### src/rtl/sram_arbiter.sv
// rtl/sram_arbiter.sv - fetch/memory-stage arbiter for one single-port synchronous SRAM
// Per-cycle grant with data priority and a bounded inst starvation window; one access in flight.
module sram_arbiter #(
  parameter int unsigned STARVE_LIMIT = 2
) (
  input  logic        clk,
  input  logic        rst,
  input  logic        inst_req,
  input  logic [31:0] inst_addr,
  output logic        inst_addr_ok,
  output logic        inst_data_ok,
  output logic [31:0] inst_rdata,
  input  logic        data_req,
  input  logic [3:0]  data_wen,
  input  logic [31:0] data_addr,
  input  logic [31:0] data_wdata,
  output logic        data_addr_ok,
  output logic        data_data_ok,
  output logic [31:0] data_rdata,
  output logic        mem_en,
  output logic [3:0]  mem_wen,
  output logic [31:0] mem_addr,
  output logic [31:0] mem_wdata,
  input  logic [31:0] mem_rdata
);

  localparam logic [1:0] OWN_NONE = 2'd0;
  localparam logic [1:0] OWN_INST = 2'd1;
  localparam logic [1:0] OWN_DATA = 2'd2;

  localparam logic [3:0] LIMIT = 4'(STARVE_LIMIT);

  logic [1:0]  owner;
  logic [1:0]  owner_next;
  logic [3:0]  starve_cnt;
  logic        starve_hit;
  logic        grant_inst;
  logic        grant_data;
  logic [31:0] inst_hold;
  logic [31:0] data_hold;

  assign starve_hit = (starve_cnt == LIMIT);

  // Data wins contention until inst has been passed over LIMIT times in a row.
  always_comb begin
    grant_data = 1'b0;
    grant_inst = 1'b0;
    if (!rst) begin
      grant_data = data_req && !(inst_req && starve_hit);
      grant_inst = inst_req && !grant_data;
    end
  end

  always_comb begin
    owner_next = OWN_NONE;
    if (grant_data) begin
      owner_next = OWN_DATA;
    end else if (grant_inst) begin
      owner_next = OWN_INST;
    end
  end

  always_comb begin
    mem_en    = grant_inst || grant_data;
    mem_wen   = 4'h0;
    mem_addr  = 32'h0;
    mem_wdata = 32'h0;
    if (grant_data) begin
      mem_wen   = data_wen;
      mem_addr  = data_addr;
      mem_wdata = data_wdata;
    end else if (grant_inst) begin
      mem_addr  = inst_addr;
    end
  end

  assign inst_addr_ok = grant_inst;
  assign data_addr_ok = grant_data;

  // A reset landing on the return cycle swallows the pending response.
  assign inst_data_ok = !rst && (owner == OWN_INST);
  assign data_data_ok = !rst && (owner == OWN_DATA);

  assign inst_rdata = inst_data_ok ? mem_rdata : inst_hold;
  assign data_rdata = data_data_ok ? mem_rdata : data_hold;

  always_ff @(posedge clk) begin
    if (rst) begin
      owner      <= OWN_NONE;
      starve_cnt <= 4'h0;
      inst_hold  <= 32'h0;
      data_hold  <= 32'h0;
    end else begin
      owner <= owner_next;
      if (grant_inst) begin
        starve_cnt <= 4'h0;
      end else if (grant_data && inst_req && (starve_cnt < LIMIT)) begin
        starve_cnt <= starve_cnt + 4'h1;
      end
      if (inst_data_ok) begin
        inst_hold <= mem_rdata;
      end
      if (data_data_ok) begin
        data_hold <= mem_rdata;
      end
    end
  end

endmodule

### config.mk
export PLATFORM = sky130hd
export DESIGN_NAME = sram_arbiter
export DESIGN_NICKNAME = d
export VERILOG_FILES = /design/src/rtl/sram_arbiter.sv
export SDC_FILE = /design/constraint.sdc
export NUM_CORES = 1
export LEC_CHECK = 0
export CAP_MARGIN = 20
export CORE_ASPECT_RATIO = 0.75
export CORE_MARGIN = 8
export CORE_UTILIZATION = 42
export DETAILED_ROUTE_END_ITERATION = 8
export DONT_BUFFER_PORTS = 1
export PLACE_DENSITY = 0.59
export SLEW_MARGIN = 20
export SYNTH_ARGS = -nofsm -noshare
export SYNTH_HDL_FRONTEND = slang
export SYNTH_SLANG_ARGS = --single-unit
### constraint.sdc
create_clock -name clk -period 5.6 [get_ports clk]
set_input_delay 1.12 -clock clk [delete_from_list [all_inputs] [get_ports clk]]
set_output_delay 1.12 -clock clk [all_outputs]
set_load 0.005 [all_outputs]
* Yosys cells after proc, flatten, opt, wreduce, memory -nomap -nowiden
Index checks and enable logic that the tools add are counted.
** Storage, ports and cells
- Register bits after elaboration :: 70
- Word-level logic and storage cells :: 33
- Input port bits :: 136
- Output and inout port bits :: 137
** Cells by class
- $lt $le $gt $ge :: 1
- Equality and inequality tests :: 3
- Multiplexer cells :: 10
- Reduce and logical (&&, ||, !) cells :: 13
- Add/sub/neg operators :: 1
** Operators by type and width (number)
- $mux 32 :: 5
- $logic_and 1x1->1 :: 7
- $add 4x1->4 const B :: 1
- $eq 4x2->1 const B :: 1
- $lt 4x2->1 const B :: 1
- $mux 4 :: 1
- $reduce_or 2->1 :: 2
- $logic_not 1->1 :: 3
- $mux 1 :: 3
- $eq 2x1->1 const B :: 1
- $eq 2x2->1 const B :: 1
- $mux 2 :: 1
- $logic_or 1x1->1 :: 1

* Logic depth before layout (Yosys ltp)
Gate-level depths: netlist (run 1).
- Depth after elaboration :: 9
- Gate-level depth with buffers :: 6
- Gate-level depth less buffers :: 5

* Worst setup path after synthesis (run 1)
No wires, ideal clock.
- Kind :: input -> output
- From :: in rst
- To :: out data_rdata[22]
- Buffers on the path :: 2
- Required time :: 4.480 ns
- Setup slack :: 2.315 ns
- Arrival :: 2.165 ns
- Stages :: 4
- Cells stage by stage :: buf_2 nor3b_4 buf_4 mux2_2
** Between the ends
- Longest elaborated chain between the ends :: 3
** RTL lines
- from (decl) :: RTL line 7 : input logic rst,
- $logic_not 1->1 :: RTL line 82 : assign data_data_ok = !rst && (owner == OWN_DATA);
- $logic_and 1x1->1 :: RTL line 82
- named net data_data_ok :: RTL line 18 : output logic data_data_ok,
- $mux 32
- to (decl) :: RTL line 19 : output logic [31:0] data_rdata,
The timed path passes the listed nets, and every way through them passes these cells.

* Worst setup path in the final report (run 1)
- From :: in rst
- To :: out data_rdata[30]
Same word-level chain as after synthesis.

==> flow_summary_export.csv, run 1 <==
group,metric,value,unit
run_status,outcome,"finished, final reports clean",
yosys,synth_edf_count,0,
detailed_routing,first_pass_iters,4,
clocking,cts_buffers,9,
global_routing,met2_usage,28.0,%
hold_path,min_path_type,"reg2reg",
die,fp.coreArea,7850,um^2
global_routing,grt_pass1_wl,15300,um
detailed_routing,drt_iter0_markers,170,
layout,multi_input_area,1840,um^2
yosys,syn_inst,315,
critical_path,crit_path_end_kind,"primary output",
place,pre_cts_slack,1.96,ns
yosys,yosys.area.top_type_share,41.5,%
pwr,powerDensity,292,nW/um^2
sta,tns,0,ns
global_routing,use_met3,10.8,%
sta,setup_ws,1.96,ns
die,io_pins,273,
clocking,insertion_delay,0.34,ns
yosys,avgSynthCellArea,10.7,um^2
clocking,cts_tree,"built",
clocking,postCtsSetupBuffers,0,
yosys,synth_top_family_by_area,"simple AND/OR/NAND/NOR gates",
sta,period_share,65.0,%
sta,rsz0062_at_grt,"false",
sta,finClkSkew,0.00580,ns
pwr,vdd_ir_drop_max,0.000143,V
yosys,synth-compound-area-share,10.4,%
sta,hold_viol_final,0,
critical_path,worstPathRequired,4.48,ns
detailed_routing,postRouteAntennaNets,0,
critical_path,ff2ff_path_depth,4,
clocking,root_buffer,"clkbuf_8",
yosys,yosys-mux-area-fraction,21.3,%
layout,final_core_util,46.3,%
layout,fill_cells,718,
place,hpwl,8530,um
critical_path,start_kind,"input pin",
yosys,yosys_warnings,0,
layout,finalNonFillerCells,416,
detailed_routing,drc,0,
place,finalWeightedCongestion,0.796,
die,die_area,11200,um^2
clocking,path_clk_slew,0.08,ns
yosys,synth_top_area_cell,"dfxtp_1",
hold_path,worstHoldPathCells,1,
detailed_routing,routed_wirelength,10600,um
yosys,ys_seq_elements,70,
critical_path,crit_fanout,74,
yosys,syn-cell-area,3380,um^2
sta,max_slew.worst_pin.slew,0.636,ns
yosys,synth_adder_area_share,0.741,%
clocking,numClockSinks,70,
die,start_util,43.0,%
clocking,h-tree-depth,3,
layout,layout.nets,444,
yosys,synthXorXnorAreaFrac,0,%
place,portBuffers,0,
clocking,cts_buffer_depth,2,
sta,finalCriticalPeriod,3.64,ns
yosys,yosysSeqAreaShare,41.5,%
global_routing,grt_max_degree,75,
place,place_inst,399,
sta,drv_slew,0,
sta,fmax,0.275,GHz
layout,antenna_cells,0,
layout,syn_to_final_growth,7.75,%
detailed_routing,wl_per_cell,25.5,um
yosys,synth_nets,453,
clocking,cts_resized,0,
detailed_routing,via_count,2290,
flow_run,maxCapViolations,0,
yosys,synth_ff_type,"dfxtp_1",
layout,drive_gt1_share,29.3,%
yosys,ys_types,25,
yosys,post-synth-top-count-cell,"dfxtp_1",
die,die_h,93.6,um
global_routing,track_usage,17.7,%
die,rows,28,
sta,slew_headroom,57.0,%
global_routing,use_met1,20.0,%
yosys,synth_commonest_cells,"dfxtp_1 (70), mux2_2 (64), nor2b_1 (64)",
layout,seq_area,1400,um^2
yosys,netlist_top_cells_area,"dfxtp_1 (42%), mux2_2 (21%), nor2b_1 (12%)",
critical_path,cp.arrival,2.52,ns
global_routing,busiest_layer,"met2",
pwr,leakagePower,1.47,nW
global_routing,overflow,0,
critical_path,crit_type,"in2out",
global_routing,grt_pass1_vias,2293,
clocking,hold_buffers,0,
yosys,synthArstFlopShare,0,%
detailed_routing,routed_via_density,5.50,
global_routing,antenna_found_initial,0,
yosys,synth-simple-area-share,21.6,%
sta,finalSetupViolCount,0,
die,dieWidth,120,um
[cells in the final DEF, fill, tap and decap left out]
cell type | synthesis | final
a211oi_4 | 1 | 1
a21o_1 | 1 | 1
bufinv_16 | 0 | 2
clkinv_4 | 0 | 1
a211oi_1 | 2 | 2
and2_1 | 36 | 36
nand3_1 | 1 | 1
or2_2 | 1 | 1
nor3b_2 | 1 | 1
nor2b_1 | 64 | 64
clkinvlp_4 | 0 | 2
nor3b_4 | 2 | 2
inv_1 | 3 | 3
nor4b_1 | 1 | 1
a21oi_1 | 3 | 2
nor3b_1 | 1 | 1
inv_6 | 0 | 1
dfxtp_1 | 70 | 70
nand2b_1 | 1 | 1
buf_4 | 6 | 3
a21oi_4 | 0 | 1
mux2_2 | 64 | 64
clkbuf_8 | 0 | 9
clkinv_2 | 0 | 1
ha_1 | 2 | 2
buf_6 | 3 | 1
nor3_1 | 2 | 2
a22o_1 | 32 | 32
a31oi_1 | 2 | 2
or3b_4 | 1 | 1
[cells by family (layout without fill, tap and decap cells)]
family                   after synthesis  in the layout
flip-flops                            70             70
AO/OA/AOI/OAI                         41             41
adder cells (fa/ha/maj)                2              2
AND/OR/NAND/NOR                      111            111
multiplexers                          64             64
buffers and inverters                 27             23
[layout make-up]
class / instances / share of cell area, %
clock buffers: 9 / 3.41
repair buffers: 4 / 0.929
inverters: 3 / 0.310
flip-flops and latches: 70 / 38.5
well taps: 105 / 3.61
multi-input cells: 218 / 50.5
clock inverters: 7 / 2.68
[critical path, cell delays in order]
cell and delay, ns:
nor3b_4 0.55, buf_4 0.41, mux2_2 0.41
[flip-flops by register name, indices dropped and copies added, names as in the netlist]
register / flops
data_hold: 32
starve_cnt: 4
owner: 2
inst_hold: 32
[where the power goes]
part,switching (mW),total (mW),internal (mW),leakage (nW)
clock network,0.196,0.448,0.252,0.106
registers,0.00346,0.513,0.510,0.567
logic,0.0528,0.100,0.0475,0.794
[metal layers]
| layer | vias up | wire length (um) |
|---|---|---|
| met3 | 8 | 1420 |
| met2 | 134 | 5050 |
| met1 | 1090 | 4070 |
| met4 | 0 | 65 |
| met5 | - | 0 |
| li1 | 1058 | - |
[worst paths after layout]
kind / from / to / slack [ns]
setup / recovery: rst / data_rdata[30] / 1.96
hold / removal: starve_cnt[3] / starve_cnt[3] / 0.50
setup reg to reg: owner[1] / data_hold[30] / 3.57
hold reg to reg: starve_cnt[3] / starve_cnt[3] / 0.50
[stage by stage]
step	hold slack, ns	power [mW]	area, um^2
CTS	0.501	1.08	3630
floorplan	0.482	0.615	3380
finish	0.499	1.06	3640
global route	0.518	1.11	3640
global placement	0.486	0.625	3400
detailed placement	0.490	0.626	3400
(Power assumes the default switching activity.)
==> run 2, diff against run 1 <==
--- a/config.mk
+++ b/config.mk
@@ -11,7 +11,7 @@
 export CORE_UTILIZATION = 42
 export DETAILED_ROUTE_END_ITERATION = 8
 export DONT_BUFFER_PORTS = 1
-export PLACE_DENSITY = 0.59
+export PLACE_DENSITY = 0.62
 export SLEW_MARGIN = 20
 export SYNTH_ARGS = -nofsm -noshare
 export SYNTH_HDL_FRONTEND = slang
==> constraint.sdc (replaced) <==
create_clock -name clk -period 3.1 [get_ports clk]
set_input_delay 0.62 -clock clk [delete_from_list [all_inputs] [get_ports clk]]
set_output_delay 0.62 -clock clk [all_outputs]
set_load 0.005 [all_outputs]
==> run 2 against run 1 <==
Clock skew increased by 0.0012 ns. Sequential cell count did not move. Final cell count rose by 0.24%. Combinational power grew 78%. Setup slack got worse by 1.8 ns. Non-clock buffer count grew 1. Global-route usage fell by 0.73 points. Via count decreased by 0.44%. First-iteration DRC count is 7.1% lower. Clock power grew 60%. Utilization decreased by 0.26 points. Critical path depth rose by 3. Critical path type is now reg2out.
==> flow_summary_export.csv, run 2 (same netlist as run 1, synthesis figures left out) <==
group,metric,value,unit
global_routing,overflow,0,
critical_path,path_cells,"inv_1 -> ha_1 -> or3b_4 -> a211oi_4 -> buf_4 -> a22o_1",
global_routing,grt_pass1_wl,15000,um
clocking,hold_buffers,0,
clocking,h-tree-depth,3,
sta,rsz0062_at_grt,"false",
layout,mostFrequentLayoutCells,"dfxtp_1 (70), mux2_2 (64), nor2b_1 (64), and2_1 (36), a22o_1 (32)",
global_routing,grt_max_degree,75,
sta,drv_slew,0,
place,finalWeightedCongestion,0.800,
critical_path,critPathSlowestCell,"or3b_4",
place,portBuffers,0,
sta,max_slew.worst_pin.slew,0.674,ns
sta,finClkSkew,0.00704,ns
detailed_routing,via_count,2280,
layout,drive_gt1_share,29.2,%
die,fp.coreArea,7850,um^2
pwr,vdd_ir_drop_max,0.000289,V
sta,finalSetupViolCount,0,
clocking,cts_buffer_depth,2,
critical_path,crit_type,"reg2out",
sta,period_share,93.7,%
run_status,outcome,"finished, final reports clean",
critical_path,crit_fanout,34,
pwr,powerDensity,504,nW/um^2
detailed_routing,routed_via_density,5.47,
pwr,p_comb_share,9.8,%
detailed_routing,drt_iter0_markers,158,
die,dieWidth,120,um
detailed_routing,wl_per_cell,24.3,um
clocking,root_buffer,"clkbuf_8",
clocking,numClockSinks,70,
die,start_util,43.0,%
pwr,seq_power_share,50.9,%
detailed_routing,postRouteAntennaNets,0,
detailed_routing,drc,0,
sta,fmax,0.344,GHz
sta,slew_headroom,54.4,%
die,rows,28,
sta,hold_viol_final,0,
clocking,path_clk_slew,0.08,ns
detailed_routing,first_pass_iters,4,
critical_path,start_kind,"register",
die,io_pins,273,
clocking,cts_resized,0,
layout,layout_commonest_cell,"dfxtp_1",
layout,layout.nets,445,
pwr,p_switching,439,uW
clocking,postCtsSetupBuffers,0,
clocking,cts_buffers,9,
global_routing,track_usage,16.9,%
pwr,p_int,1.38,mW
sta,tns,0,ns
pwr,pwr-share-clk,39.3,%
global_routing,antenna_found_initial,4,
pwr,netSwitchingFraction,24.1,%
die,die_h,93.6,um
critical_path,cp.arrival,2.28,ns
layout,reg.largest.list,"data_hold (32), inst_hold (32), starve_cnt (4)",
critical_path,worstPathRequired,2.48,ns
layout,syn_to_final_growth,7.15,%
hold_path,min_path_type,"in2reg",
flow_run,maxCapViolations,0,
layout,final_core_util,46.1,%
die,die_area,11200,um^2
clocking,cts_tree,"built",
sta,finalCriticalPeriod,2.90,ns
critical_path,crit_path_end_kind,"primary output",
detailed_routing,routed_wirelength,10100,um
global_routing,grt_pass1_vias,2372,
pwr,leakagePower,1.46,nW
layout,antenna_cells,0,
clocking,insertion_delay,0.33,ns
critical_path,cpPeakStageDelay,0.43,ns
place,hpwl,8160,um
[run 2: changes by cell type in the layout (fill, tap and decap cells not counted)]
cell        before  now
clkbuf_1         0    1
clkinv_2         1    0
buf_4            3    5
bufinv_16        2    1
clkinvlp_4       2    3
buf_6            1    0
[run 2: power by group through the flow]
stage          registers (mW)  clock network (mW)  logic [mW]
2_1_floorplan           0.946                   0       0.164
3_3_place_gp            0.948                   0       0.180
3_5_place_dp            0.948                   0       0.181
4_1_cts                 0.927               0.747       0.182
5_1_grt                 0.929               0.788       0.193
6_report                0.927               0.716       0.178
[run 2: final cells by class]
cell class | instances | area [um^2]
fillers | 739 | 4230
repair buffers | 5 | 37.5
well taps | 105 | 131
clock buffers | 10 | 128
multi-input cells | 218 | 1840
flip-flops and latches | 70 | 1400
inverters | 3 | 11.3
clock inverters | 6 | 70.1
[run 2: stage by stage]
step	power [mW]	std cells	worst slack (ns)	area, um^2	hold WS [ns]
final	1.82	417	0.196	3620	0.361
after global placement	1.13	401	0.583	3420	0.500
after CTS	1.86	417	0.193	3620	0.333
after floorplan	1.11	315	0.815	3380	0.482
after detailed placement	1.13	401	0.534	3420	0.500
after global routing	1.91	417	0.0700	3620	0.325
[run 2: path summary, 6_finish.rpt]
| check | startpoint | end | slack (ns) | cells after the start |
|---|---|---|---|---|
| setup / recovery | starve_cnt[0] | mem_addr[21] | 0.20 | 6 |
| hold / removal | rst | inst_hold[4] | 0.36 | 1 |
| setup reg to reg | starve_cnt[0] | starve_cnt[0] | 1.35 | 5 |
| hold reg to reg | starve_cnt[3] | starve_cnt[3] | 0.51 | 1 |
[run 2: metal layers]
| metal | vias to the layer above | global-route usage [%] | part of all wire [%] |
|---|---|---|---|
| met5 | - | 0 | 0 |
| met4 | 0 | 3.73 | 0.93 |
| met3 | 13 | 9.27 | 13 |
| met2 | 143 | 28.4 | 49 |
| li1 | 1064 | - | - |
| met1 | 1060 | 18.6 | 37 |
[run 2: critical path, delay by kind of cell (launching register included)]
| family | cells | cell delay [ns] |
|---|---|---|
| compound gates | 2 | 0.50 |
| buf+inv | 2 | 0.44 |
| simple gates | 1 | 0.43 |
| flops | 1 | 0.32 |
| fa+ha+maj | 1 | 0.25 |
==> run 3, diff against run 2 <==
--- a/config.mk
+++ b/config.mk
@@ -8,10 +8,10 @@
 export CAP_MARGIN = 20
 export CORE_ASPECT_RATIO = 0.75
 export CORE_MARGIN = 8
-export CORE_UTILIZATION = 42
+export CORE_UTILIZATION = 45
 export DETAILED_ROUTE_END_ITERATION = 8
 export DONT_BUFFER_PORTS = 1
-export PLACE_DENSITY = 0.62
+export PLACE_DENSITY = 0.65
 export SLEW_MARGIN = 20
 export SYNTH_ARGS = -nofsm -noshare
 export SYNTH_HDL_FRONTEND = slang
==> run 3 against run 2 <==
Sequential power about the same. Global-route usage is 1.7 points higher. Hold slack got worse by 0.014 ns.
==> flow_summary_export.csv, run 3 (same netlist as run 1, synthesis figures left out) <==
group,metric,value,unit
place,finalWeightedCongestion,0.777,
die,dieWidth,116,um
critical_path,worstPathRequired,2.48,ns
layout,final_core_util,49.6,%
clocking,postCtsSetupBuffers,0,
layout,antenna_cells,0,
layout,mostFrequentLayoutCells,"dfxtp_1 (70), mux2_2 (64), nor2b_1 (64), and2_1 (36), a22o_1 (32)",
clocking,root_buffer,"clkbuf_8",
layout,drive_gt1_share,29.5,%
layout,multi_input_area,1850,um^2
sta,slew_headroom,43.0,%
critical_path,crit_fanout,34,
detailed_routing,wl_per_cell,25.2,um
run_status,outcome,"finished, final reports clean",
critical_path,path_cells,"ha_1 -> or3b_4 -> a211oi_4 -> buf_6 -> a22o_1",
clocking,cts_buffers,9,
clocking,cts_tree,"built",
die,io_pins,273,
detailed_routing,postRouteAntennaNets,0,
sta,period_share,93.8,%
critical_path,critPathSlowestCell,"or3b_4",
hold_path,min_path_type,"in2reg",
detailed_routing,drc,0,
detailed_routing,routed_wirelength,10400,um
place,portBuffers,0,
layout,fill_cells,688,
clocking,insertion_delay,0.33,ns
pwr,powerDensity,505,nW/um^2
critical_path,start_kind,"register",
layout,layout.nets,445,
critical_path,crit_type,"reg2out",
global_routing,overflow,0,
sta,finalSetupViolCount,0,
global_routing,antenna_found_initial,0,
global_routing,grt_max_degree,75,
detailed_routing,routed_via_density,5.72,
layout,layout_commonest_cell,"dfxtp_1",
sta,tns,0,ns
pwr,vdd_ir_drop_max,0.000192,V
clocking,hold_buffers,0,
layout,syn_to_final_growth,7.12,%
global_routing,grt_pass1_wl,15000,um
detailed_routing,via_count,2364,
layout,reg.largest.list,"data_hold (32), inst_hold (32), starve_cnt (4)",
sta,finClkSkew,0.00710,ns
flow_run,maxCapViolations,0,
place,hpwl,8340,um
clocking,h-tree-depth,3,
die,fp.coreArea,7300,um^2
die,die_area,10600,um^2
critical_path,crit_family,"compound AO/OA/AOI/OAI gates",
sta,finalCriticalPeriod,2.91,ns
critical_path,crit_path_end_kind,"primary output",
critical_path,cp_num_buf_inv,1,
detailed_routing,met2_length,5060,um
detailed_routing,met1_length,3880,um
clocking,path_clk_slew,0.08,ns
detailed_routing,drt_iter0_markers,135,
critical_path,cp.arrival,2.29,ns
sta,fmax,0.344,GHz
die,rows,27,
detailed_routing,top_layer_used,"met4",
pwr,leakagePower,1.46,nW
die,start_util,46.3,%
layout,seq_area,1400,um^2
global_routing,grt_pass1_vias,2356,
die,die_h,91.0,um
pwr,power,1.82,mW
critical_path,cpPeakStageDelay,0.45,ns
sta,drv_slew,0,
detailed_routing,wl_met3,1360,um
sta,max_slew.worst_pin.slew,0.855,ns
sta,hold_ws,0.346,ns
clocking,cts_buffer_depth,2,
clocking,cts_resized,0,
clocking,numClockSinks,70,
sta,hold_viol_final,0,
sta,rsz0062_at_grt,"false",
global_routing,track_usage,18.6,%
detailed_routing,first_pass_iters,4,
==> run 3: final cells by class <==
cell class              count  share of cell area [%]
clock inverters             7                    2.01
clock buffers               9                    3.43
repair buffers              4                   0.934
flip-flops and latches     70                    38.8
well taps                 101                    3.49
multi-input cells         219                    51.1
inverters                   3                   0.311
==> run 3: routing by layer <==
metal | GRT usage, % | vias to the layer above
met3 | 9.52 | 10
li1 | - | 1066
met4 | 5.27 | 0
met5 | 0 | -
met1 | 21.4 | 1139
met2 | 29.7 | 149
==> run 3: worst paths after layout <==
kind / from / to / slack (ns) / cells after the start
worst min-delay path: rst / data_hold[15] / 0.35 / 1
worst min register to register: starve_cnt[3] / starve_cnt[3] / 0.52 / 1
worst max register to register: starve_cnt[0] / starve_cnt[0] / 1.26 / 5
worst max-delay path: starve_cnt[1] / mem_addr[21] / 0.19 / 5
==> run 3: through the flow <==
| stage | setup slack, ns | area [um^2] | cells |
|---|---|---|---|
| after global placement | 0.410 | 3410 | 396 |
| after CTS | 0.0838 | 3600 | 412 |
| after floorplan | 0.815 | 3380 | 315 |
| after detailed placement | 0.332 | 3410 | 396 |
| after global routing | 0.0397 | 3620 | 413 |
| final | 0.191 | 3620 | 413 |
==> run 3: report_power, final <==
group / switching [mW] / internal [mW] / total (mW)
clock: 0.342 / 0.372 / 0.715
sequential: 0.00619 / 0.921 / 0.927
combinational: 0.0965 / 0.0863 / 0.183
total: 0.445 / 1.38 / 1.82
